### config.mk
export PLATFORM = sky130hd
export DESIGN_NAME = bsg_manycore_ruche_link_out_arbiter
export DESIGN_NICKNAME = d
export VERILOG_FILES = /design/src/rtl/bsg_manycore_ruche_link_out_arbiter.sv
export SDC_FILE = /design/constraint.sdc
export NUM_CORES = 1
export LEC_CHECK = 0
export CAP_MARGIN = 15
export CELL_PAD_IN_SITES_DETAIL_PLACEMENT = 1
export CELL_PAD_IN_SITES_GLOBAL_PLACEMENT = 1
export CORE_ASPECT_RATIO = 0.8
export CORE_UTILIZATION = 31
export CTS_BUF_LIST = sky130_fd_sc_hd__clkbuf_4 sky130_fd_sc_hd__clkbuf_8
export CTS_CLUSTER_SIZE = 40
export DETAILED_ROUTE_END_ITERATION = 8
export HOLD_SLACK_MARGIN = 0.1
export PLACE_DENSITY = 0.79
export SYNTH_ARGS = -nofsm -noshare
export SYNTH_HDL_FRONTEND = slang
export SYNTH_SLANG_ARGS = --single-unit
### constraint.sdc
create_clock -name clk_i -period 3.4 [get_ports clk_i]
set_clock_uncertainty 0.2 [all_clocks]
set_input_delay 0.51 -clock clk_i [delete_from_list [all_inputs] [get_ports clk_i]]
set_output_delay 0.51 -clock clk_i [all_outputs]
set_load 0.01 [all_outputs]
### src/rtl/bsg_manycore_ruche_link_out_arbiter.sv
// Round-robin, credit-gated scheduler for one ruche link output direction.
// The winning single-flit packet is registered onto the long-haul link.
module bsg_manycore_ruche_link_out_arbiter #(
  parameter int width_p   = 32,
  parameter int num_in_p  = 3,
  parameter int credits_p = 4,
  localparam int credit_w_lp = $clog2(credits_p + 1),
  localparam int ptr_w_lp    = (num_in_p > 1) ? $clog2(num_in_p) : 1
) (
  input  logic                          clk_i,
  input  logic                          reset_i,
  input  logic [num_in_p-1:0]           v_i,
  input  logic [num_in_p*width_p-1:0]   data_i,
  output logic [num_in_p-1:0]           yumi_o,
  input  logic                          stall_i,
  output logic                          v_o,
  output logic [width_p-1:0]            data_o,
  input  logic                          credit_i,
  output logic [credit_w_lp-1:0]        credits_o,
  output logic                          error_o
);

  if (num_in_p < 2 || num_in_p > 8) begin : g_bad_num_in
    $error("num_in_p must be in 2..8");
  end
  if (credits_p < 1 || credits_p > 15) begin : g_bad_credits
    $error("credits_p must be in 1..15");
  end
  if (width_p < 1) begin : g_bad_width
    $error("width_p must be set to the link packet width");
  end

  localparam logic [credit_w_lp-1:0] credits_max_lp = credit_w_lp'(credits_p);

  logic [ptr_w_lp-1:0]    ptr_q, ptr_d;
  logic [credit_w_lp-1:0] credits_q, credits_d;
  logic                   error_q, error_d;
  logic                   v_q, v_d;
  logic [width_p-1:0]     data_q, data_d;

  logic                   grant;
  logic                   found;
  logic [ptr_w_lp-1:0]    win_idx;
  int                     cand;
  logic                   overflow;

  // Search upward from the source after the last winner, wrapping around.
  always_comb begin
    found   = 1'b0;
    win_idx = '0;
    cand    = 0;
    for (int k = 1; k <= num_in_p; k++) begin
      cand = (int'(ptr_q) + k) % num_in_p;
      if (!found && v_i[ptr_w_lp'(cand)]) begin
        found   = 1'b1;
        win_idx = ptr_w_lp'(cand);
      end
    end
  end

  assign grant    = found & ~stall_i & ~reset_i & (credits_q != '0);
  assign yumi_o   = grant ? (num_in_p'(1) << win_idx) : '0;
  assign overflow = credit_i & ~grant & (credits_q == credits_max_lp);

  always_comb begin
    ptr_d     = ptr_q;
    credits_d = credits_q;
    error_d   = error_q;
    v_d       = grant;
    data_d    = data_q;
    if (grant) begin
      ptr_d  = win_idx;
      data_d = data_i[win_idx*width_p +: width_p];
    end
    if (grant && !credit_i) begin
      credits_d = credits_q - credit_w_lp'(1);
    end else if (credit_i && !grant) begin
      if (overflow) error_d = 1'b1;
      else          credits_d = credits_q + credit_w_lp'(1);
    end
  end

  always_ff @(posedge clk_i) begin
    if (reset_i) begin
      ptr_q     <= ptr_w_lp'(num_in_p - 1);
      credits_q <= credits_max_lp;
      error_q   <= 1'b0;
      v_q       <= 1'b0;
      data_q    <= '0;
    end else begin
      ptr_q     <= ptr_d;
      credits_q <= credits_d;
      error_q   <= error_d;
      v_q       <= v_d;
      data_q    <= data_d;
    end
  end

  always_ff @(posedge clk_i) begin
    if (!reset_i) begin
      assert (!overflow)
        else $warning("credit returned while credit counter already full");
    end
  end

  assign v_o       = v_q;
  assign data_o    = data_q;
  assign credits_o = credits_q;
  assign error_o   = error_q;

endmodule

# Word-level counts from Yosys, hierarchy flattened

Cells that the tools add are included.

Register bits: 39
Input bits: 103
Word-level logic and storage cells: 60

Add/sub/neg operators: 5
Divide/modulo/power cells: 3
Magnitude comparators: 3
Equal/unequal tests: 2
Shift operators: 2
Muxes and demuxes: 19
Bitwise gates (word level): 9
Reduce and logical (&&, ||, !) cells: 12

Operator list:

| operator                                                                | number |
|---|---|
| 32-bit by 3-bit modulo with 32-bit output, second input constant        | 3 |
| 96-bit by 8-bit indexed part select with 32-bit output                  | 1 |
| 2-bit by 4-bit < comparator with 1-bit output, second input constant    | 3 |
| 3-bit 2-to-1 mux                                                        | 4 |
| 1-bit 2-to-1 mux                                                        | 9 |
| 2-bit by 2-bit adder with 3-bit output, second input constant           | 2 |
| 1-bit binary-select mux with 2-bit select                               | 3 |
| 2-bit 2-to-1 mux                                                        | 3 |
| 1-bit bitwise AND                                                       | 5 |
| 1-bit logical AND                                                       | 4 |
| 1-bit zero test                                                         | 4 |
| 1-bit NOT                                                               | 4 |
| 2-bit by 1-bit adder with 3-bit output, second input constant           | 1 |
| 3-bit by 1-bit adder with 3-bit output, second input constant           | 1 |
| 3-bit == test, second input constant                                    | 1 |
| 3-bit AND reduction                                                     | 1 |
| 3-bit nonzero test                                                      | 1 |
| 1-bit by 2-bit left shift with 3-bit output, first input constant       | 1 |
| 3-bit by 1-bit subtractor with 3-bit output, second input constant      | 1 |
| 2-bit by 1-bit inequality test with 1-bit output, second input constant | 1 |
| 2-bit AND reduction                                                     | 1 |
| 2-bit nonzero test                                                      | 1 |

# Longest topological paths before layout

Gate-level depths: netlist (run 1).

Depth after elaboration: 21
Mapped depth: 15
Depth with buffers taken out: 13

# Worst setup path before layout (run 1)

Ideal clock, no wire load.

Path kind: flip-flop to flip-flop
Start point: reg ptr_q[0]
End point: reg credits_q[2], in the netlist credits_o[2]
Setup time: 122 ps
Arrival time: 2631 ps
Data required time: 3078 ps
Path slack: 447 ps
Stages on the path, launching flop included: 16
Buffers on the path: 2
Period minus slack after synthesis: 2953 ps
Cell sequence: dfxtp_1 > inv_1 > ha_1 > nand2b_1 > a32o_1 > nand2_1 > nand2_1 > inv_2 > buf_6 > buf_2 > ha_1 > inv_1 > fa_1 > xnor2_1 > and3_1 > o21ai_0

Word-level cells in the longest chain between the ends: 20

RTL lines:

| item                                                              | line | RTL |
|---|---|---|
| start: declaration                                                | 35   | `logic [ptr_w_lp-1:0] ptr_q, ptr_d;` |
| start signal: assignment                                          | 85   | `ptr_q <= ptr_w_lp'(num_in_p - 1);` |
| start signal: assignment                                          | 91   | `ptr_q <= ptr_d;` |
| 2-bit by 1-bit adder with 3-bit output                            | 53   | `cand = (int'(ptr_q) + k) % num_in_p;` |
| 32-bit by 3-bit modulo with 32-bit output                         | 53   |  |
| 1-bit binary-select mux with 2-bit select                         | 54   | `if (!found && v_i[ptr_w_lp'(cand)]) begin` |
| 1-bit 2-to-1 mux (implied by the code) (2 in a row)               | 54   |  |
| 1-bit 2-to-1 mux                                                  | 54   |  |
| 1-bit zero test                                                   | 54   |  |
| 1-bit logical AND                                                 | 54   |  |
| 1-bit 2-to-1 mux                                                  | 54   |  |
| 1-bit zero test                                                   | 54   |  |
| 1-bit logical AND                                                 | 54   |  |
| 1-bit 2-to-1 mux *                                                | 54   |  |
| 1-bit bitwise AND * (3 in a row)                                  | 61   | `assign grant = found & ~stall_i & ~reset_i & (credits_q != '0);` |
| named net grant                                                   | 41   | `logic grant;` |
| 1-bit NOT                                                         | 63   | `assign overflow = credit_i & ~grant & (credits_q == credits_max_lp);` |
| 1-bit bitwise AND (2 in a row)                                    | 63   |  |
| 2-bit by 1-bit inequality test with 1-bit output (no source line) | -    |  |
| 2-bit AND reduction (no source line)                              | -    |  |
| end signal: assignment                                            | 86   | `credits_q <= credits_max_lp;` |
| end signal: assignment                                            | 92   | `credits_q <= credits_d;` |
| end: declaration                                                  | 36   | `logic [credit_w_lp-1:0] credits_q, credits_d;` |

Mark *: on every way through the listed nets, which the timed path passes. The rest lies on a longest branch. The select of a mux whose other input is x is not followed.
A chain may end at the register's enable or synchronous reset.

# Final worst setup path (run 1)

Start point: reg ptr_q[1]
End point: out yumi_o[2]

Word-level cells in the longest chain between the ends: 16

RTL lines:

| item                                                | line | RTL |
|---|---|---|
| 2-bit by 1-bit adder with 3-bit output              | 53   |  |
| 32-bit by 3-bit modulo with 32-bit output           | 53   |  |
| 1-bit binary-select mux with 2-bit select           | 54   |  |
| 1-bit 2-to-1 mux (implied by the code) (2 in a row) | 54   |  |
| 1-bit 2-to-1 mux                                    | 54   |  |
| 1-bit zero test                                     | 54   |  |
| 1-bit logical AND                                   | 54   |  |
| 1-bit 2-to-1 mux                                    | 54   |  |
| 1-bit zero test                                     | 54   |  |
| 1-bit logical AND                                   | 54   |  |
| 1-bit 2-to-1 mux                                    | 54   |  |
| 1-bit bitwise AND (3 in a row)                      | 61   |  |
| 3-bit 2-to-1 mux *                                  | 62   | `assign yumi_o = grant ? (num_in_p'(1) << win_idx) : '0;` |
| end: declaration                                    | 14   | `output logic [num_in_p-1:0] yumi_o,` |

Every way passes the cells marked *; elsewhere a longest branch is shown, timed or not. The select of a mux whose other input is x is not followed.

==> flow_summary.toml, run 1 <==
[run_status]
status = "completed"

[route]
vias_per_cell = 5.865
drt-wirelength-per-cell_um = 20.21
drt.antenna.violating_nets = 0
number_of_drc_violations_after_detailed_routing_iteration_0 = 233
drcViolationCount = 0
firstDrtPassIters = 5
route.final.wire_length_um = 13520
num_vias = 3924

[cells_and_area]
finalNetCount = 638
antenna_cells = 0
drive_gt1_share_pct = 9.263
top_library_cells_by_usage_in_the_layout_fill_and_taps_aside = "clkdlybuf4s50_1 (136), nor3b_1 (64), dfxtp_1 (37)"
filler_cell_count = 1213
syn_to_final_growth_pct = 50.24
final_common_cell = "clkdlybuf4s50_1"

[synthesis]
syn-num-nets = 525
yosysTopAreaCellShare_pct = 23.40
synth_enable_flop_cells = 0
synth_top_cells_by_area = "dfxtp_1 (23%), nor3b_1 (14%), a211o_1 (8.4%)"
syn-mean-instance-area_sq_um = 8.041
ys_types = 39
synth_cells = 415
synth.largest_area_cell = "dfxtp_1"
synth-seq-area-share_pct = 23.40
synth.cell_area_sq_um = 3337
ys_async_sr_fraction_pct = 0
postSynthRegisterBits = 39
synth_flop_cell = "dfxtp_1"
synth-warning-count = 0

[setup_path]
path_class = "register to primary output"
start_kind = "register"
critical_path_arrival_ns = 2.48
worstRegToRegCells = 13
critical_path.endpoint_type = "primary output"
path_max_fanout = 7
worst_ep_required_time_ns = 2.69

[grt]
grt_first_pass_wirelength_um = 21400
grt_max_degree = 37
grt_remaining_overflow = 0
grt_antenna_before_repair = 0
first_global_vias = 4054
grt_use_total_pct = 24.21

[clock_network]
clkTransAtPathRegs_ns = 0.08
clk-insertion-delay-late_ns = 0.29
cts_buffers = 5
cts_root_buf = "clkbuf_8"
cts-htree-levels = 2
cts.sink_count = 39
clockBufferDepth = 2
clock_tree_from_tritoncts = "built"

[flow_run]
cap_violations = 0

[power_and_ir_drop]
design_power_total_uw = 1944
total_power_per_unit_cell_area_nw_per_um2 = 387.7
irDropWorstVdd_uv = 185.0
total_leakage_power_uw = 0.002066

[min_path]
holdCritPathClass = "register to register"
hold_path_depth = 2

[floorplanning]
dieWidth_um = 118.0
dieHeight_um = 94.80
floorplan.rows = 33
pin_count = 143
fp.dieArea_sq_um = 11190
design.core.area_sq_um = 10360
initial_core_util_pct = 32.20

[placed_design]
port-buffer-count = 142
placement_setup_slack_ns = -0.04979
dp_hpwl_um = 9128
place.gp.congestion = 0.8058

[sta]
layout_min_cycle_time_ns = 3.189
clock.fmax_ghz = 0.3136
tightest_slew_ns = 0.9294
timing.final.max_slew_violations = 0
finalHoldViolCount = 0
rsz0062_at_grt = "no"
layout_setup_ws_ns = 0.2112
finalSetupViolations = 0
final_critical_path_share_of_the_clock_period_pct = 93.79
timing.slew.headroom_pct = 37.90
==> Yosys cell counts, drive strengths merged, types with 2 or more instances <==
| library cell | n |
|---|---|
| nor3b | 64 |
| dfxtp | 39 |
| o21ai | 36 |
| and3 | 35 |
| clkbuf | 34 |
| nand3 | 33 |
| o211ai | 33 |
| a211o | 32 |
| a32oi | 32 |
| buf | 19 |
| inv | 9 |
| ha | 6 |
| nor2 | 6 |
| nand2 | 5 |
| a21oi | 4 |
| and2 | 3 |
| a21bo | 2 |
| a32o | 2 |
| nand2b | 2 |
| nor2b | 2 |
| nor3 | 2 |
| nor4b | 2 |
| o21a | 2 |
| xnor2 | 2 |
==> state kept, by name, indices dropped and copies added (netlist names) <==
name and flops:
credits_o 3, data_o 32, error_o 1, ptr_q 2
v_o 1
==> cell families (layout without fill, tap and decap cells) <==
family / count (synthesis) / after routing / share of synthesized area (%)
simple gates: 158 / 158 / 31.87
buf+inv: 62 / 176 / 8.436
flops: 39 / 39 / 23.40
xor+xnor: 2 / 2 / 0.5250
mux: 1 / 1 / 0.3000
fa+ha+maj: 7 / 7 / 2.850
compound gates: 146 / 146 / 32.62
==> routing by layer <==
metal	share of wire, %	vias to the layer above	track usage, %
met4	0.75	0	5.983
met3	5.6	8	4.408
met1	46	1938	31.26
met5	0	-	0
met2	48	135	41.76
li1	-	1843	-
==> critical path, cell delays in order, from the launching register on <==
cell and delay [ns]:
dfxtp_4 0.39, inv_1 0.07, ha_2 0.22, nand2b_1 0.16, a32o_1 0.26, buf_4 0.14, nand2_1 0.06, nand2_1 0.08
inv_2 0.11, and2_1 0.15, clkdlybuf4s50_1 0.54
==> worst paths after layout <==
path,from,end,slack (ns)
setup / recovery,ptr_q[1]$_SDFFE_PP1P_,yumi_o[2],0.21
hold / removal,error_o$_SDFFE_PP0P_,error_o$_SDFFE_PP0P_,0.32
setup reg to reg,ptr_q[1]$_SDFFE_PP1P_,credits_o[2]$_SDFFE_PP1P_,0.50
hold reg to reg,error_o$_SDFFE_PP0P_,error_o$_SDFFE_PP0P_,0.32
==> final cells by class <==
class	instances	area, sq um	share of cell area, %
multi-input cells	314	2333	46.54
repair buffers	159	1549	30.90
flip-flops and latches	39	785.8	15.67
well taps	140	175.2	3.494
clock buffers	6	76.32	1.522
clock inverters	2	60.06	1.198
inverters	9	33.78	0.6738
==> power by group <==
| part | switching [uW] | internal (uW) |
|---|---|---|
| logic | 409 | 451 |
| clock network | 184 | 302 |
| registers | 54.9 | 543 |
==> per-stage QoR <==
step	TNS [ns]	utilization (%)	hold slack (ns)	std cells	area, sq um
after global placement	-0.02176	46.70	0.2660	661	4840
after floorplan	0	-	0.3032	415	3337
after detailed placement	-0.08594	46.70	0.2958	661	4840
final	0	48.38	0.3168	669	5014
after CTS	0	48.01	0.3202	669	4976
after global routing	0	48.38	0.3513	669	5014
==> timing repair <==
| item | 4_1_cts | 5_1_grt |
|---|---|---|
| resized for setup | 3 | 10 |
| endpoints found under the setup margin | 2 | 3 |
| setup buffers | 0 | 0 |
| hold endpoints to repair | 0 | 0 |
| hold buffers | 0 | 0 |
Power figures use the tool's default switching activity.
==> run 2: changes to the inputs <==
--- a/config.mk
+++ b/config.mk
@@ -15,6 +15,7 @@
 export DETAILED_ROUTE_END_ITERATION = 8
 export HOLD_SLACK_MARGIN = 0.1
 export PLACE_DENSITY = 0.79
+export RECOVER_POWER = 25
 export SYNTH_ARGS = -nofsm -noshare
 export SYNTH_HDL_FRONTEND = slang
 export SYNTH_SLANG_ARGS = --single-unit
==> run 2 against run 1 <==
  * Wire length decreased by 0.26%
  * Critical path type unchanged
  * Register-to-register slack hardly changed
  * Die area unchanged
  * Core utilization unchanged
  * Highest routed layer unchanged
  * Clock power is essentially flat
  * Worst hold slack lost 0.0054 ns
  * Global-route usage unchanged
  * Sequential share of layout area is the same
  * Maximum frequency up 0.13%
  * Non-clock buffer count unchanged
  * Largest cell class unchanged
==> flow_summary.toml, run 2 (synthesis gave the netlist of run 1 again) <==
[sta]
finalHoldViolCount = 0
timing.slew.headroom_pct = 39.12
rsz0062_at_grt = "no"
finalSetupViolations = 0
layout_min_cycle_time_ns = 3.185
clock.fmax_ghz = 0.3140
tightest_slew_ns = 0.9111
timing.final.max_slew_violations = 0
final_critical_path_share_of_the_clock_period_pct = 93.67

[clock_network]
clockBufferDepth = 2
post_cts_buffers = 0
cts_buffers = 5
clk-insertion-delay-late_ns = 0.29
clkTransAtPathRegs_ns = 0.08
cts_root_buf = "clkbuf_8"
cts-htree-levels = 2
cts.sink_count = 39
clock_tree_from_tritoncts = "built"

[cells_and_area]
antenna_cells = 0
syn_to_final_growth_pct = 50.24
largest_reg_flops = 32
drive_gt1_share_pct = 9.263
finalNetCount = 638
layout.core_utilization_pct = 48.38
top_library_cells_by_usage_in_the_layout_fill_and_taps_aside = "clkdlybuf4s50_1 (117), nor3b_1 (64), dfxtp_1 (37)"
final_common_cell = "clkdlybuf4s50_1"

[route]
vias_per_cell = 5.862
firstDrtPassIters = 4
route.final.wire_length_um = 13490
drt.antenna.violating_nets = 0
drcViolationCount = 0
drt-wirelength-per-cell_um = 20.16
number_of_drc_violations_after_detailed_routing_iteration_0 = 213
num_vias = 3922

[power_and_ir_drop]
total_power_per_unit_cell_area_nw_per_um2 = 384.4
irDropWorstVdd_uv = 185.0
total_leakage_power_uw = 0.002113
design_power_total_uw = 1927

[grt]
grt_remaining_overflow = 0
grt_antenna_before_repair = 0
first_global_vias = 4054
grt_max_degree = 37
grt_first_pass_wirelength_um = 21400
grt_use_total_pct = 24.21

[floorplanning]
design.core.area_sq_um = 10360
floorplan.rows = 33
dieWidth_um = 118.0
dieHeight_um = 94.80
fp.dieArea_sq_um = 11190
pin_count = 143
initial_core_util_pct = 32.20

[setup_path]
path_class = "register to primary output"
cp_cell_sequence = "inv_1 > ha_2 > nand2b_1 > a32o_1 > buf_4 > nand2_1 > nand2_1 > inv_2 > and2_1 > clkdlybuf4s50_1"
critical-path-slowest-cell = "clkdlybuf4s50_1"
cp_common_cell = "nand2_1"
crit_path_max_incr_delay_ns = 0.55
start_kind = "register"
cp_top_family = "buffers and inverters"
path_max_fanout = 7
cp.buffers_inverters = 4
critical_path_arrival_ns = 2.47
worst_ep_required_time_ns = 2.69
critical_path.endpoint_type = "primary output"

[placed_design]
place.gp.congestion = 0.8058
dp_hpwl_um = 9128
port-buffer-count = 142

[flow_run]
cap_violations = 0

[min_path]
holdCritPathClass = "register to register"

[run_status]
status = "completed"
[run 2: power by group]
group	leakage, uW	switching (uW)	internal, uW
Sequential	0.000322	53.3	543
Combinational	0.00172	409	436
Clock	0.0000688	183	302
Total	0.00211	646	1280
[run 2: final cells by class]
cell class	count	area (sq um)
clock buffers	6	76.32
clock inverters	2	60.06
fillers	1213	5350
inverters	9	33.78
multi-input cells	314	2333
flip-flops and latches	39	785.8
well taps	140	175.2
repair buffers	159	1549
[run 2: worst register-to-register path: cells and delay by family (launching register included)]
family | cells | cell delay [ns]
AO/OA/AOI/OAI | 4 | 0.83
adder cells (fa/ha/maj) | 2 | 0.43
buffers and inverters | 3 | 0.26
flip-flops | 1 | 0.39
AND/OR/NAND/NOR | 4 | 0.73
[run 2: path summary, 6_finish.rpt]
path                         startpoint  cells after the start                        end  slack (ns)
setup reg to reg  ptr_q[1]$_SDFFE_PP1P_                     13  credits_o[2]$_SDFFE_PP1P_        0.50
setup / recovery  ptr_q[1]$_SDFFE_PP1P_                     10                  yumi_o[2]        0.22
hold reg to reg    error_o$_SDFFE_PP0P_                      2       error_o$_SDFFE_PP0P_        0.31
hold / removal     error_o$_SDFFE_PP0P_                      2       error_o$_SDFFE_PP0P_        0.31
[run 2: per-stage QoR]
stage	cells	worst slack [ns]	setup TNS [ns]	area, sq um	hold slack (ns)
finish	669	0.2153	0	5014	0.3114
global route	669	0.07960	0	5014	0.3543
CTS	669	0.008681	0	4976	0.3202
detailed placement	661	-0.04979	-0.08594	4840	0.2958
global placement	661	-0.01411	-0.02176	4840	0.2660
floorplan	415	0.4472	0	3337	0.3032
[run 2: timing repair]
item	4_1_cts	5_1_grt
endpoints found under the setup margin	2	3
hold buffers	0	0
gates resized for setup	3	10
cloned	0	0
[run 2: routing by layer]
layer	global-route usage, %	wire length [um]
met5	0	0
met4	5.983	112
met3	4.408	779
met2	41.76	6362
met1	31.26	6233
